File: config.mk
export PLATFORM = sky130hd
export DESIGN_NAME = obstacle_gap_gen
export DESIGN_NICKNAME = d
export VERILOG_FILES = /design/src/rtl/obstacle_gap_gen.sv
export SDC_FILE = /design/constraint.sdc
export NUM_CORES = 1
export LEC_CHECK = 0
export CAP_MARGIN = 20
export CORE_MARGIN = 5
export CORE_UTILIZATION = 50
export DETAILED_ROUTE_END_ITERATION = 12
export PLACE_DENSITY = 0.82
export RECOVER_POWER = 50
export SLEW_MARGIN = 20
export SYNTH_ARGS = -nofsm -noshare
export SYNTH_HDL_FRONTEND = slang
export SYNTH_SLANG_ARGS = --single-unit
File: constraint.sdc
create_clock -name clk -period 2 [get_ports clk]
set_input_delay 0.2 -clock clk [delete_from_list [all_inputs] [get_ports clk]]
set_output_delay 0.2 -clock clk [all_outputs]
set_load 0.02 [all_outputs]
File: src/rtl/obstacle_gap_gen.sv
// Multi-channel random gap-height generator for scrolling obstacles.
//
// Each channel raises respawn_req when its obstacle leaves the screen. The
// request is latched into a pending bit, granted round-robin, and served by
// a four-state FSM. The FSM takes 16 bits from a free-running Galois LFSR and
// scales them into [Y_MIN, Y_MIN+Y_RANGE-1] by multiply-and-shift. It can
// optionally slew-limit the result against the channel's previous height.
// Finally it commits the height and pulses that channel's ack for one cycle.
//
// Ports:
//   clk          pixel clock
//   reset        synchronous active-high reset
//   freeze       pause: LFSR and FSM hold, request capture continues
//   seed_load    load the LFSR from seed (SEED if seed is zero)
//   seed         LFSR seed value
//   respawn_req  per-channel request, level sampled every edge
//   respawn_ack  per-channel one-cycle pulse when that gap_y updates
//   gap_y        packed heights, channel i at [i*OUT_W +: OUT_W]
//   busy         FSM not idle or a request still pending
module obstacle_gap_gen #(
    parameter int unsigned N_CH     = 2,
    parameter int unsigned OUT_W    = 9,
    parameter int unsigned Y_MIN    = 40,
    parameter int unsigned Y_RANGE  = 320,
    parameter int unsigned MAX_STEP = 0,
    parameter logic [31:0] SEED     = 32'hACE1_2468
) (
    input  logic                  clk,
    input  logic                  reset,
    input  logic                  freeze,
    input  logic                  seed_load,
    input  logic [31:0]           seed,
    input  logic [N_CH-1:0]       respawn_req,
    output logic [N_CH-1:0]       respawn_ack,
    output logic [N_CH*OUT_W-1:0] gap_y,
    output logic                  busy
);

    localparam int unsigned PTR_W = (N_CH > 1) ? $clog2(N_CH) : 1;
    localparam int unsigned PW    = 16 + OUT_W + 1;
    // Two spare bits so prev+MAX_STEP and cand+MAX_STEP cannot overflow.
    localparam int unsigned CW    = OUT_W + 2;
    localparam logic [OUT_W-1:0] Y_MID = OUT_W'(Y_MIN + Y_RANGE / 2);
    localparam logic [31:0]      POLY  = 32'h8020_0003;

    typedef enum logic [1:0] {StIdle, StDraw, StScale, StCommit} state_e;

    state_e                state_q, state_d;
    logic [31:0]           lfsr_q, lfsr_d;
    logic [N_CH-1:0]       pend_q, pend_d;
    logic [N_CH-1:0]       pend_clr;
    logic [N_CH-1:0]       ack_q, ack_d;
    logic [PTR_W-1:0]      rr_q, rr_d;
    logic [PTR_W-1:0]      sel_q, sel_d;
    logic [15:0]           r_q, r_d;
    logic [PW-1:0]         prod_q, prod_d;
    logic [OUT_W-1:0]      res_q, res_d;
    logic [N_CH*OUT_W-1:0] gap_q, gap_d;

    // The low 16 product bits are the fractional part and are discarded.
    logic unused_prod_frac;
    assign unused_prod_frac = ^prod_q[15:0];

    // LFSR: load has priority and works while frozen.
    always_comb begin
        lfsr_d = lfsr_q;
        if (seed_load) begin
            lfsr_d = (seed == 32'h0) ? SEED : seed;
        end else if (!freeze) begin
            lfsr_d = {1'b0, lfsr_q[31:1]} ^ (lfsr_q[0] ? POLY : 32'h0);
        end
    end

    // Round-robin grant. The loop runs downward so the lowest matching index
    // wins. hi_* finds the first pending bit at or above rr_q, and lo_* finds
    // the first pending bit overall, which is used for the wrap-around case.
    logic             hi_vld, lo_vld;
    logic [PTR_W-1:0] hi_idx, lo_idx;
    logic             grant_vld;
    logic [PTR_W-1:0] grant_idx;

    always_comb begin
        hi_vld = 1'b0;
        hi_idx = '0;
        lo_vld = 1'b0;
        lo_idx = '0;
        for (int i = int'(N_CH) - 1; i >= 0; i--) begin
            if (pend_q[i]) begin
                lo_vld = 1'b1;
                lo_idx = PTR_W'(i);
                if (PTR_W'(i) >= rr_q) begin
                    hi_vld = 1'b1;
                    hi_idx = PTR_W'(i);
                end
            end
        end
        grant_vld = lo_vld;
        grant_idx = hi_vld ? hi_idx : lo_idx;
    end

    // Scale and optional slew clamp. prev is always in range, so the clamped
    // value stays in range as well.
    logic [OUT_W-1:0] prev_gap;
    logic [CW-1:0]    cand, prev, step, clamped;

    always_comb begin
        prev_gap = gap_q[OUT_W-1:0];
        for (int i = 0; i < int'(N_CH); i++) begin
            if (sel_q == PTR_W'(i)) begin
                prev_gap = gap_q[i*OUT_W +: OUT_W];
            end
        end
        cand    = CW'(Y_MIN) + CW'(prod_q[PW-1:16]);
        prev    = CW'(prev_gap);
        step    = CW'(MAX_STEP);
        clamped = cand;
        if (MAX_STEP > 0) begin
            if (cand > prev + step) begin
                clamped = prev + step;
            end else if (cand + step < prev) begin
                clamped = prev - step;
            end
        end
    end

    // FSM next state and datapath registers.
    always_comb begin
        state_d  = state_q;
        sel_d    = sel_q;
        r_d      = r_q;
        prod_d   = prod_q;
        res_d    = res_q;
        gap_d    = gap_q;
        ack_d    = ack_q;
        rr_d     = rr_q;
        pend_clr = '0;
        if (!freeze) begin
            ack_d = '0;
            unique case (state_q)
                StIdle: begin
                    if (grant_vld) begin
                        sel_d   = grant_idx;
                        r_d     = lfsr_q[15:0];
                        state_d = StDraw;
                    end
                end
                StDraw: begin
                    prod_d  = PW'(r_q) * PW'(Y_RANGE);
                    state_d = StScale;
                end
                StScale: begin
                    res_d   = clamped[OUT_W-1:0];
                    state_d = StCommit;
                end
                StCommit: begin
                    for (int i = 0; i < int'(N_CH); i++) begin
                        if (sel_q == PTR_W'(i)) begin
                            gap_d[i*OUT_W +: OUT_W] = res_q;
                            ack_d[i]                = 1'b1;
                            pend_clr[i]             = 1'b1;
                        end
                    end
                    rr_d    = (sel_q == PTR_W'(N_CH - 1)) ? '0 : sel_q + PTR_W'(1);
                    state_d = StIdle;
                end
                default: state_d = StIdle;
            endcase
        end
        // A new request on the same edge as the clear keeps the bit set.
        pend_d = (pend_q & ~pend_clr) | respawn_req;
    end

    always_ff @(posedge clk) begin
        if (reset) begin
            state_q <= StIdle;
            lfsr_q  <= SEED;
            pend_q  <= '0;
            ack_q   <= '0;
            rr_q    <= '0;
            sel_q   <= '0;
            r_q     <= '0;
            prod_q  <= '0;
            res_q   <= '0;
            gap_q   <= {N_CH{Y_MID}};
        end else begin
            state_q <= state_d;
            lfsr_q  <= lfsr_d;
            pend_q  <= pend_d;
            ack_q   <= ack_d;
            rr_q    <= rr_d;
            sel_q   <= sel_d;
            r_q     <= r_d;
            prod_q  <= prod_d;
            res_q   <= res_d;
            gap_q   <= gap_d;
        end
    end

    assign respawn_ack = ack_q;
    assign gap_y       = gap_q;
    assign busy        = (state_q != StIdle) || (pend_q != '0);

endmodule

==> flow_metrics.py, run 1 <==
metrics = {
    "outcome": {
        "outcome": "finished with violations",
        "violations": "negative setup slack",
    },
    "logic_synthesis": {
        "synth-edff-count": 0,
        "post_synthesis_register_bit_count": 92,
        "synthCells": 557,
        "synth.avg_cell_area_um2": 8.20,
        "proportion_of_register_bits_with_asynchronous_set_or_reset_after_synthesis_pct": 0,
        "synth_area_leaders": "dfxtp_1 (40%), nand2_1 (9.1%), ha_1 (8.5%), a21oi_1 (7.8%), nor2_1 (4.7%)",
        "synth_top_cell_area_share_pct": 40.3,
        "synth.yosys.seq_area_share_pct": 40.3,
        "most_frequently_used_flop_master_after_synthesis": "dfxtp_1",
        "yosys.cell_types.count": 51,
        "postSynthNetCount": 626,
        "netlist_area_um2": 4570,
        "synthDominantAreaCellType": "dfxtp_1",
        "yosys_warnings": 0,
    },
    "finish": {
        "layout.area.seq_um2": 1860,
        "multiInputGateArea_um2": 2820,
        "antenna-diode-count": 0,
        "final_net_count": 694,
        "post_route_cells_drive_above_1_share_pct": 16.2,
        "final_common_cell": "nand2_1",
        "fillers": 694,
        "finalInstanceArea_um2": 5880,
        "most-common-layout-cells": "nand2_1 (111), dfxtp_1 (82), a21oi_1 (66), nor2_1 (56), clkdlybuf4s50_1 (52)",
        "layout_stage_area_growth_over_the_synthesis_result_pct": 28.7,
        "post_layout_nonfiller_instances": 738,
        "post-route-util_pct": 66.7,
    },
    "power": {
        "totalPowerFinal_mw": 3.93,
        "switching_share_pct": 28.4,
        "seq_power_share_pct": 50.3,
        "p_leak_nw": 2.28,
        "pwr-share-comb_pct": 15.6,
        "largest_voltage_drop_on_the_vdd_net_uv": 433,
        "power_report.internal_total_mw": 2.81,
        "power_density_nw_per_um2": 669,
        "power.switching_mw": 1.12,
        "power.clock.fraction_pct": 34.1,
    },
    "global_route": {
        "grt.overflow.total": 0,
        "maximum_number_of_pins_on_one_net_before_global_route_repair": 48,
        "grtUsageTotal_pct": 21.3,
        "grt_pass1_vias": 4210,
        "grt_pass1_wl_um": 19600,
        "grt_antenna_before_repair": 0,
    },
    "clock_network": {
        "clk_latency_ns": 0.37,
        "worst_setup_hold_path_clk_slew_ns": 0.10,
        "ctsHtreeMaxLevel": 3,
        "clock-sinks": 92,
        "tritoncts": "built",
        "clockRootBuffer": "clkbuf_8",
        "cts_inserted_buffers": 9,
        "cts-root-to-sink-buffers": 2,
    },
    "timing": {
        "timing_worst_slew_pin_value_ns": 1.01,
        "finClkSkew_ns": 0.0130,
        "timing.final.ws_setup_ns": -0.0792,
        "fmax_ghz": 0.481,
        "min_period_over_period_pct": 104,
        "setup-tns-final_ns": -0.292,
        "report.final.slew_viol_count": 0,
        "slew-limit-headroom_pct": 32.5,
        "report.final.hold_viol_count": 0,
        "timing.final.crit_period_ns": 2.08,
        "finalHoldWorstSlack_ns": 0.248,
        "setup_viol": 8,
        "grt_setup_unrepaired": "true",
    },
    "floorplan": {
        "top_level_ports": 59,
        "die_y_um": 106,
        "die_w_um": 106,
        "floorplan.rows": 34,
        "core_um2": 8810,
        "initial_core_util_pct": 51.9,
        "die_area_um2": 11100,
    },
    "drt": {
        "dr.pass1.iters": 5,
        "drt-initial-drc-count": 227,
        "route.vias.total": 4285,
        "route.detailed.wl_per_inst_um": 15.9,
        "routed_wl_um": 11700,
        "detail-route-antenna-nets": 0,
        "drt-vias-per-instance": 5.81,
        "drc_errors": 0,
    },
    "placed_design": {
        "numPlacedInstances": 719,
        "port_buffers": 58,
        "gp_congestion": 0.892,
        "dp_slack_ns": -0.119,
        "dp_hpwl_um": 8050,
        "placed_cell_area_um2": 5370,
    },
    "flow_run": {
        "maxCapViolations": 0,
    },
    "setup_path": {
        "timing.critical_path.required_ns": 2.26,
        "crit_path_end_kind": "flip-flop",
        "timing.critical_path.arrival_ns": 2.34,
        "worst-setup-path-type": "reg -> reg",
        "critical_path_peak_fanout": 3,
        "startpoint_type": "flip-flop",
    },
    "worst_hold_path": {
        "worst_hold_path_type": "in -> reg",
    },
}
-- cell usage after synthesis, drive strengths merged, types with 4 or more instances --
library cell  instances
nand2b                6
nor3                  4
nand2               111
and3                  4
mux2                 13
o21ai                12
ha                   31
inv                   8
o211ai                5
buf                  13
o22ai                15
nor4                 12
a21oi                71
clkbuf               18
nor2b                 7
nand4                 5
dfxtp                92
nor2                 57
xor2                  4
nand3                14
mux2i                20
-- flip-flops by register name (all words and copies together) (netlist names), 2 cells and up --
signal and cells:
lfsr_q 32, gap_y 18, r_q 16, prod_q 9
res_q 9, pend_q 2, respawn_ack 2, state_q 2
-- what timing repair did --
item,4_1_cts,5_1_grt
cloned,0,0
setup buffers,2,1
resized for setup,29,20
setup endpoints to repair,9,10
pin swaps,16,5
hold buffers,0,0
-- layer usage --
layer | vias up | global-route usage (%) | share of wire (%)
li1 | 2108 | - | -
met1 | 2017 | 25.6 | 43
met2 | 134 | 38.1 | 51
met3 | 26 | 4.58 | 4.5
met4 | 0 | 6.20 | 1.9
met5 | - | 0 | 0
-- worst max-delay path: stages (launching register included) --
cell and delay [ns]:
dfxtp_2 0.38, ha_4 0.22, ha_4 0.27, nand4_1 0.13, o211ai_2 0.25, a41oi_2 0.19, buf_4 0.20, a311o_1 0.33
-- area by class of cell --
cell class / instances / share of cell area, %
sequential: 92 / 31.6
multi-input combinational: 426 / 48.0
inverter: 8 / 0.511
clock inverter: 7 / 1.53
timing repair buffer: 88 / 13.9
tap: 108 / 2.30
clock buffer: 9 / 2.11
-- final timing paths --
path                                      from              to  slack, ns  cells after the start
worst max-delay path                    r_q[5]      prod_q[16]      -0.08                      7
worst min-delay path                     reset      prod_q[20]       0.25                      4
worst max register to register          r_q[5]      prod_q[16]      -0.08                      7
worst min register to register  respawn_ack[1]  respawn_ack[1]       0.46                      2
-- cells by family (layout without fill, tap and decap cells) --
family                   after synthesis  count (layout)  synth area share (%)
adder cells (fa/ha/maj)               31              31                  8.49
AND/OR/NAND/NOR                      230             230                  22.4
flip-flops                            92              92                  40.3
AO/OA/AOI/OAI                        125             125                  16.2
buffers and inverters                 39             112                  3.62
multiplexers                          33              33                  7.59
XOR/XNOR                               7               7                  1.34
-- power groups by stage --
| stage | Sequential, mW | Clock [mW] | Combinational (mW) |
|---|---|---|---|
| 2_1_floorplan | 1.99 | 0 | 0.347 |
| 3_3_place_gp | 2.01 | 0 | 0.538 |
| 3_5_place_dp | 2.01 | 0 | 0.555 |
| 4_1_cts | 1.97 | 1.37 | 0.597 |
| 5_1_grt | 1.99 | 1.44 | 0.677 |
| 6_report | 1.98 | 1.34 | 0.614 |
No activity file was read; power rests on OpenSTA's default activity.
==> run 2: changes to the inputs <==
Settings changed: CORE_MARGIN 5 to 2.
==> run 2 against run 1 <==
  * The run still ends with negative setup slack left
  * Clock skew grew 0.0042 ns
  * Worst hold slack lost 0.041 ns
  * Clock power is essentially flat
  * Register-to-register slack lost 0.03 ns
  * Total power grew 0.34%
==> flow_metrics.py, run 2 (synthesized netlist as in run 1, its figures left out) <==
metrics = {
    "clock_network": {
        "ctsHtreeMaxLevel": 3,
        "tritoncts": "built",
        "cts_inserted_buffers": 9,
        "worst_setup_hold_path_clk_slew_ns": 0.11,
        "cts-root-to-sink-buffers": 2,
        "clk_latency_ns": 0.37,
        "postCtsHoldBufs": 0,
        "clock-sinks": 92,
        "clockRootBuffer": "clkbuf_8",
    },
    "floorplan": {
        "floorplan.rows": 34,
        "die_y_um": 99.6,
        "die_area_um2": 9910,
        "core_um2": 8810,
        "initial_core_util_pct": 51.9,
        "die_w_um": 99.6,
        "top_level_ports": 59,
    },
    "placed_design": {
        "dp_slack_ns": -0.113,
        "numPlacedInstances": 715,
        "gp_congestion": 0.897,
        "port_buffers": 58,
        "placed_cell_area_um2": 5340,
        "dp_hpwl_um": 7830,
    },
    "setup_path": {
        "timing.critical_path.arrival_ns": 2.43,
        "timing.reg2reg.worst_path_depth": 8,
        "critical_path.max_stage_delay_ns": 0.52,
        "crit_reg_reg_startpoint": "r_q[3]",
        "worst-setup-path-type": "reg -> reg",
        "regToRegSetupSlack_ns": -0.11,
        "critPathBufInv": 1,
        "critical-path-slowest-cell": "or4b_1",
        "crit_path_end_kind": "flip-flop",
        "timing.critical_path.required_ns": 2.32,
        "startpoint_type": "flip-flop",
        "critical_path_peak_fanout": 4,
        "worst_r2r_endpoint": "prod_q[22]",
        "critPathTopFamily": "simple AND/OR/NAND/NOR gates",
        "crit_path_cell_trace": "buf_6, ha_4, ha_4, nand4_1, o211ai_2, a31oi_2, or4b_1, nand3_1",
        "critPathMostFrequentCell": "ha_4",
    },
    "timing": {
        "fmax_ghz": 0.473,
        "setup-tns-final_ns": -0.370,
        "timing_worst_slew_pin_value_ns": 0.896,
        "timing.final.crit_period_ns": 2.11,
        "report.final.hold_viol_count": 0,
        "grt_setup_unrepaired": "true",
        "setup_viol": 9,
        "min_period_over_period_pct": 106,
        "slew-limit-headroom_pct": 40.3,
        "finClkSkew_ns": 0.0172,
        "report.final.slew_viol_count": 0,
        "finalHoldWorstSlack_ns": 0.207,
        "timing.final.ws_setup_ns": -0.113,
    },
    "outcome": {
        "outcome": "finished with violations",
        "violations": "negative setup slack",
    },
    "drt": {
        "route.detailed.wl_per_inst_um": 15.5,
        "drt-vias-per-instance": 5.85,
        "route.vias.total": 4313,
        "dr.pass1.iters": 4,
        "drt-initial-drc-count": 189,
        "drc_errors": 0,
        "detail-route-antenna-nets": 0,
        "routed_wl_um": 11400,
    },
    "global_route": {
        "grt_pass1_vias": 4113,
        "maximum_number_of_pins_on_one_net_before_global_route_repair": 51,
        "grt_antenna_before_repair": 0,
        "grtUsageTotal_pct": 22.9,
        "grt.overflow.total": 0,
        "grt_pass1_wl_um": 18700,
    },
    "finish": {
        "final_net_count": 693,
        "most-common-layout-cells": "nand2_1 (110), dfxtp_1 (86), a21oi_1 (65), nor2_1 (56), clkdlybuf4s50_1 (42)",
        "largest_register": "lfsr_q",
        "largest_register_ff_count": 32,
        "final_common_cell": "nand2_1",
        "finalInstanceArea_um2": 5800,
        "layout_stage_area_growth_over_the_synthesis_result_pct": 27.0,
        "post-route-util_pct": 65.9,
        "post_route_cells_drive_above_1_share_pct": 15.4,
        "antenna-diode-count": 0,
        "post_layout_nonfiller_instances": 737,
    },
    "worst_hold_path": {
        "timing.hold.worst.start": "freeze",
        "hold_end": "respawn_ack[0]",
        "min_path_cells": 3,
        "worst_hold_path_type": "in -> reg",
    },
    "power": {
        "p_leak_nw": 2.29,
        "power_density_nw_per_um2": 680,
        "totalPowerFinal_mw": 3.94,
        "largest_voltage_drop_on_the_vdd_net_uv": 512,
    },
    "flow_run": {
        "maxCapViolations": 0,
    },
}
## run 2: timing repair
action / 4_1_cts / 5_1_grt
cloned: 0 / 0
endpoints found under the hold margin: 0 / 0
buffers inserted: 4 / 2
pin swaps: 11 / 4
gates resized for setup: 30 / 9
setup endpoints to repair: 8 / 10
## run 2: power by group
group,switching (mW),internal [mW]
clock network,0.751,0.611
logic,0.314,0.292
registers,0.0660,1.91
total,1.13,2.81
## run 2: worst reg2reg max path, delay by kind of cell, from the launching register on
family,cells,cell delay (ns)
adder cells (fa/ha/maj),2,0.41
buffers and inverters,1,0.12
AO/OA/AOI/OAI,2,0.44
AND/OR/NAND/NOR,3,0.75
flip-flops,1,0.36
## run 2: how the worst max path moves through the flow
| stage | slack [ns] | end | startpoint | depth (start not counted) |
|---|---|---|---|---|
| after CTS | -0.05 | prod_q[22] | r_q[3] | 8 |
| final | -0.11 | prod_q[22] | r_q[3] | 8 |
| after floorplan | 0.008 | prod_q[20] | r_q[9] | 7 |
| after detailed placement | -0.11 | prod_q[24] | r_q[9] | 7 |
| after global placement | -0.04 | prod_q[18] | r_q[7] | 7 |
| after global routing | -0.18 | prod_q[22] | r_q[3] | 8 |
## run 2: layer usage
metal | track usage [%] | share of wire (%) | vias to the layer above
met5 | 0 | 0 | -
met4 | 7.69 | 2.4 | 0
met3 | 4.36 | 5.8 | 31
met2 | 42.0 | 50 | 176
met1 | 26.6 | 41 | 2001
li1 | - | - | 2105
## run 2: cell type report
class / instances / area, um2
clock buffers: 9 / 124
clock inverters: 7 / 92.6
fillers: 666 / 3010
inverters: 8 / 30.0
multi-input cells: 426 / 2770
flip-flops and latches: 92 / 1850
well taps: 108 / 135
repair buffers: 87 / 805
